--- config.mk ---
export PLATFORM = sky130hd
export DESIGN_NAME = branch_predictor
export DESIGN_NICKNAME = d
export VERILOG_FILES = /design/src/rtl/bp_pkg.sv /design/src/rtl/bp_sat_ctr.sv /design/src/rtl/branch_predictor.sv
export SDC_FILE = /design/constraint.sdc
export NUM_CORES = 2
export LEC_CHECK = 0
export ABC_AREA = 0
export BUFFER_PORTS_ARGS = -buffer_cell sky130_fd_sc_hd__buf_2
export CORE_MARGIN = 4
export CORE_UTILIZATION = 59
export CTS_BUF_LIST = sky130_fd_sc_hd__clkbuf_8
export DETAILED_ROUTE_END_ITERATION = 6
export PLACE_DENSITY_LB_ADDON = 0.08
export SYNTH_ARGS = -nofsm -noshare
export SYNTH_HDL_FRONTEND = slang
export SYNTH_SLANG_ARGS = --single-unit
--- constraint.sdc ---
create_clock -name clk -period 11.61 [get_ports clk]
set_input_delay 2.322 -clock clk [delete_from_list [all_inputs] [get_ports clk]]
set_output_delay 2.322 -clock clk [all_outputs]
set_load 0.005 [all_outputs]
--- src/rtl/bp_pkg.sv ---
// ============================================================================
// Module   : bp_pkg
// Brief    : Shared counter type, constants and saturating update helper for
//            the PHT branch direction predictor.
// Revision : 1.0
// ============================================================================
`default_nettype none

package bp_pkg;

    localparam int CTR_W_MAX = 4;
    localparam int CTR_W_DEF = 2;

    // Container wide enough for every legal counter width; narrower counters
    // are zero-extended into it and truncated back afterwards.
    typedef logic [CTR_W_MAX-1:0] ctr_t;

    localparam ctr_t CTR_MAX = ctr_t'((1 << CTR_W_DEF) - 1);
    localparam ctr_t CTR_WNT = ctr_t'((1 << (CTR_W_DEF - 1)) - 1);

    function automatic ctr_t ctr_max_of(input int unsigned w);
        return ctr_t'((1 << w) - 1);
    endfunction

    function automatic ctr_t ctr_wnt_of(input int unsigned w);
        return ctr_t'((1 << (w - 1)) - 1);
    endfunction

    function automatic ctr_t sat_inc_dec(input ctr_t ctr, input logic take, input ctr_t max);
        ctr_t res;
        res = ctr;
        if (take) begin
            if (ctr != max) res = ctr + ctr_t'(1);
        end else begin
            if (ctr != '0) res = ctr - ctr_t'(1);
        end
        return res;
    endfunction

endpackage : bp_pkg

`default_nettype wire

--- src/rtl/bp_sat_ctr.sv ---
// ============================================================================
// Module   : bp_sat_ctr
// Brief    : Single CTR_W-bit saturating up/down counter, sync active-low
//            reset to weakly-not-taken, update gated by i_en.
// Revision : 1.0
// ============================================================================
`default_nettype none

module bp_sat_ctr
    import bp_pkg::*;
#(
    parameter int CTR_W = 2
) (
    input  wire logic             clk,
    input  wire logic             rst,
    input  wire logic             i_en,
    input  wire logic             i_take,
    output logic [CTR_W-1:0]      o_ctr
);

    localparam ctr_t C_MAX = ctr_max_of(CTR_W);
    localparam ctr_t C_WNT = ctr_wnt_of(CTR_W);

    logic [CTR_W-1:0] ctr_q;
    logic [CTR_W-1:0] ctr_d;
    ctr_t             ctr_ext;
    ctr_t             ctr_next;

    always_comb begin
        ctr_ext              = '0;
        ctr_ext[CTR_W-1:0]   = ctr_q;
        ctr_next             = sat_inc_dec(ctr_ext, i_take, C_MAX);
        ctr_d                = ctr_q;
        if (i_en) ctr_d = ctr_next[CTR_W-1:0];
    end

    generate
        if (CTR_W < CTR_W_MAX) begin : g_pad
            logic unused_hi;
            assign unused_hi = ^ctr_next[CTR_W_MAX-1:CTR_W];
        end
    endgenerate

    always_ff @(posedge clk) begin
        if (!rst) ctr_q <= C_WNT[CTR_W-1:0];
        else      ctr_q <= ctr_d;
    end

    assign o_ctr = ctr_q;

endmodule : bp_sat_ctr

`default_nettype wire

--- src/rtl/branch_predictor.sv ---
// ============================================================================
// Module   : branch_predictor
// Brief    : PHT direction predictor; combinational read from pcF, trained by
//            the E stage. Optional gshare indexing via macro BP_GSHARE_EN.
// Revision : 1.0
// ============================================================================
`default_nettype none

module branch_predictor
    import bp_pkg::*;
#(
    parameter int PC_W      = 32,
    parameter int PHT_DEPTH = 256,
    parameter int CTR_W     = 2,
    parameter int GHR_W     = 8
) (
    input  wire logic                         clk,
    input  wire logic                         rst,
    input  wire logic [PC_W-1:0]              pcF,
    output logic                              predict_takeF,
    output logic [$clog2(PHT_DEPTH)-1:0]      pred_idxF,
    input  wire logic                         update_en,
    input  wire logic [$clog2(PHT_DEPTH)-1:0] update_idx,
    input  wire logic                         update_take,
    output logic                              mispredictE
);

    localparam int IDX_W = $clog2(PHT_DEPTH);

    logic [CTR_W-1:0] pht [PHT_DEPTH];
    logic [IDX_W-1:0] base_idx;
    logic             unused_pc_bits;
    logic             mispredict_q;
    logic             mispredict_d;

    assign base_idx       = pcF[IDX_W+1:2];
    assign unused_pc_bits = ^{pcF[PC_W-1:IDX_W+2], pcF[1:0]};

`ifdef BP_GSHARE_EN
    logic [GHR_W-1:0] ghr_q;
    logic [GHR_W-1:0] ghr_d;
    logic [IDX_W-1:0] ghr_ext;

    // History advances only at resolution, so it is never speculative.
    always_comb begin
        ghr_ext              = '0;
        ghr_ext[GHR_W-1:0]   = ghr_q;
        ghr_d                = ghr_q;
        if (update_en) ghr_d = (ghr_q << 1) | GHR_W'(update_take);
    end

    always_ff @(posedge clk) begin
        if (!rst) ghr_q <= '0;
        else      ghr_q <= ghr_d;
    end

    assign pred_idxF = base_idx ^ ghr_ext;
`else
    assign pred_idxF = base_idx;
`endif

    assign predict_takeF = pht[pred_idxF][CTR_W-1];

    always_comb begin
        mispredict_d = 1'b0;
        if (update_en) mispredict_d = (pht[update_idx][CTR_W-1] != update_take);
    end

    always_ff @(posedge clk) begin
        if (!rst) mispredict_q <= 1'b0;
        else      mispredict_q <= mispredict_d;
    end

    assign mispredictE = mispredict_q;

    generate
        for (genvar i = 0; i < PHT_DEPTH; i++) begin : g_pht
            bp_sat_ctr #(
                .CTR_W (CTR_W)
            ) u_ctr (
                .clk    (clk),
                .rst    (rst),
                .i_en   (update_en && (update_idx == IDX_W'(i))),
                .i_take (update_take),
                .o_ctr  (pht[i])
            );
        end
    endgenerate

endmodule : branch_predictor

`default_nettype wire

==> qor.txt <==
largest net degree at the start of global routing - 307
via count - 30,500
hold-critical path depth - 2
Filler Cells Inserted - 4,261
port bufs - 29
RSZ-0062 raised after global routing - no
Seq cells post-synth - 513
CP startpoint kind - primary input
GRT overflow - 0
Final Max Tran Viols - 0
worst reg-to-reg path cell count - 7
Post-Synthesis Cells - 3,881
most frequent cell after synthesis - o21ai_0
final hold vios - 0
Synth cell types - 54
layout cells sized above 1 - 0.08995
initial antenna violation count - 4
Seq. cell area - 10,270 um2
outcome - finished with violations
PwrDens - 128.7 nW/um2
Hold Crit Class - reg -> reg
GPL Wtd Cong - 0.8791
clock buffer depth - 3
fin nets - 3,780
Global Route Usage Sum - 0.3451
DRC - 1
Post-Syn Area per Cell - 7.707 um2
# rows - 82
Setup CP Type - in -> out
syn_nets - 3,925
CTS tree - yes
final period utilization - 0.7102
vias per cell - 6.827
worst-skew pair later-pin latency - 0.68 ns
first-pass GRT wire length - 150,200 um
drt first pass iters - 7
dpl hpwl - 60,070 um
Design Area, Final - 31,770 um2
top-area cell type share of the netlist area - 0.3433
Sink Count - 513
Placed Area - 30,060 um2
antenna-violating nets left - 0
area of the multi-input gates - 18,440 um2
Top cell by count, worst path - mux4_2
Post-CTS Hold Buffers - 0
Synth top cells by count - 1,101 x o21ai_0, 596 x nand2_1, 513 x dfxtp_1
Critical Path, Cell by Cell - buf_4 > buf_4 > mux4_2 > mux4_2 > mux4_2 > and2_1 > a211oi_2 > a21oi_1 > buf_2
drt initial violations - 3,645
vias in the first global route - 28,480
top cells by area, synth - dfxtp_1 34%, o21ai_0 18%, mux4_2 11%
core area - 50,170 um2
asr flop ratio synth - 0
Root Buffer - clkbuf_8
crit path max fanout - 40
# setup viols final - 0
dpl ws - 3.368 ns
Reg clk slew, reported paths - 0.06 ns
mapped cell area - 29,910 um2
Tmin final - 8.246 ns
Detailed Route WL - 97,450 um
Die H - 233.2 um
Slew HR - 0.1076
Post-CTS Resized - 0
I/O Pins - 54
final worst slack - 3.364 ns
post-CTS setup buffer count - 0
violated checks - DRC
final non-filler cell total - 4,468
Die Wd - 233.2 um
max_cap viols - 0
ys flop type - dfxtp_1
Req. time, crit path - 9.29 ns
CP Data Arrival Time - 5.92 ns
Max Fclk - 121.3 MHz
Crit-path slowest cell - buf_4
Sum Neg Setup Slack - 0 ns
crit-path max cell delay - 0.80 ns
placed cells - 4,317
register area share after synthesis - 0.3433
maximum level of the CTS H-tree - 3
Synth Warn # - 0
Die ar. - 54,370 um2
Routed WL per cell - 21.81 um
worst-margin pin slew - 1.339 ns
leakage - 11.28 nW
CTS Buf Count - 89
number of synthesized flops with an enable pin - 0
endpoint type of the worst setup path - primary output
Max VDD drop - 124.1 uV
Initial Util - 0.5962
final clock skew - 0.04440 ns
Area Overhead vs Synth - 6.212%
Synth area leader - dfxtp_1
## routing by layer
| metal | track usage | part of all wire | up-vias |
|---|---|---|---|
| met5 | 0 | 0 | - |
| met4 | 0.1744 | 0.052 | 0 |
| met3 | 0.07939 | 0.10 | 336 |
| met2 | 0.5492 | 0.45 | 1569 |
| met1 | 0.4412 | 0.39 | 14700 |
| li1 | - | - | 13900 |
## placed cells by master (no fill, tap or decap), drive strengths merged, types with 26 or more instances in the layout
cell and instances:
a21boi 254, a21oi 68, a31oi 30, and2 45, and3 77, buf 66
clkbuf 111, dfxtp 513, inv 34, mux2i 28, mux4 143, nand2 596
nand3 79, nor2 338, nor3 51, o21ai 1101, o221ai 54, o311ai 26
o31ai 56
## logic make-up (layout without fill, tap and decap cells)
family,count (synthesis),after routing,synth area share
and+or+nand+nor,1248,1248,0.1795
DFF,513,513,0.3433
AOI/OAI and AO/OA,1638,1638,0.3159
muxes,174,174,0.1182
other,0,5,0
buffers and inverters,308,218,0.04308
## worst max-delay path: cells and delay by family
family                 cells  cell delay, ns
buffers and inverters      3            1.39
AND/OR/NAND/NOR            1            0.19
multiplexers               3            1.69
AO/OA/AOI/OAI              2            0.27
## area by class of cell
class                           count  area share
Antenna cell                        5   0.0003938
Clock buffer                      111     0.04809
Clock inverter                     35    0.005317
Inverter                            6   0.0009452
Multi-Input combinational cell   3060      0.5804
Sequential cell                   513      0.3232
Tap cell                          672     0.02646
Timing Repair Buffer               66     0.01516
## path summary, 6_finish.rpt
kind | from | endpoint | slack (ns)
max | pcF[2] | predict_takeF | 3.36
min | g_pht[150].u_ctr.o_ctr[0]$_SDFFE_PN1P_ | g_pht[150].u_ctr.o_ctr[1]$_SDFFE_PN0P_ | 0.46
max reg2reg | g_pht[90].u_ctr.o_ctr[1]$_SDFFE_PN0P_ | mispredictE$_SDFF_PN0_ | 8.98
min reg2reg | g_pht[150].u_ctr.o_ctr[0]$_SDFFE_PN1P_ | g_pht[150].u_ctr.o_ctr[1]$_SDFFE_PN0P_ | 0.46
## stage by stage
step	utilization	hold slack [ns]	total power, W
2_1_floorplan	-	0.4536	0.002328
3_3_place_gp	0.5992	0.4648	0.002432
3_5_place_dp	0.5992	0.4823	0.002478
4_1_cts	0.6330	0.4730	0.004085
5_1_grt	0.6330	0.5171	0.004235
6_report	0.6332	0.4622	0.004090
## flip-flops by register name, indices dropped and copies added (netlist names)
signal             cells
mispredictE            1
g_pht.u_ctr.o_ctr    512
## where the power goes
group / switching [W] / total (W) / internal [W]
clock network: 0.000761 / 0.00163 / 0.000870
logic: 0.000311 / 0.000498 / 0.000187
registers: 0.000107 / 0.00196 / 0.00186
total: 0.00118 / 0.00409 / 0.00291
Note: power is estimated with default switching activity, not from simulation.
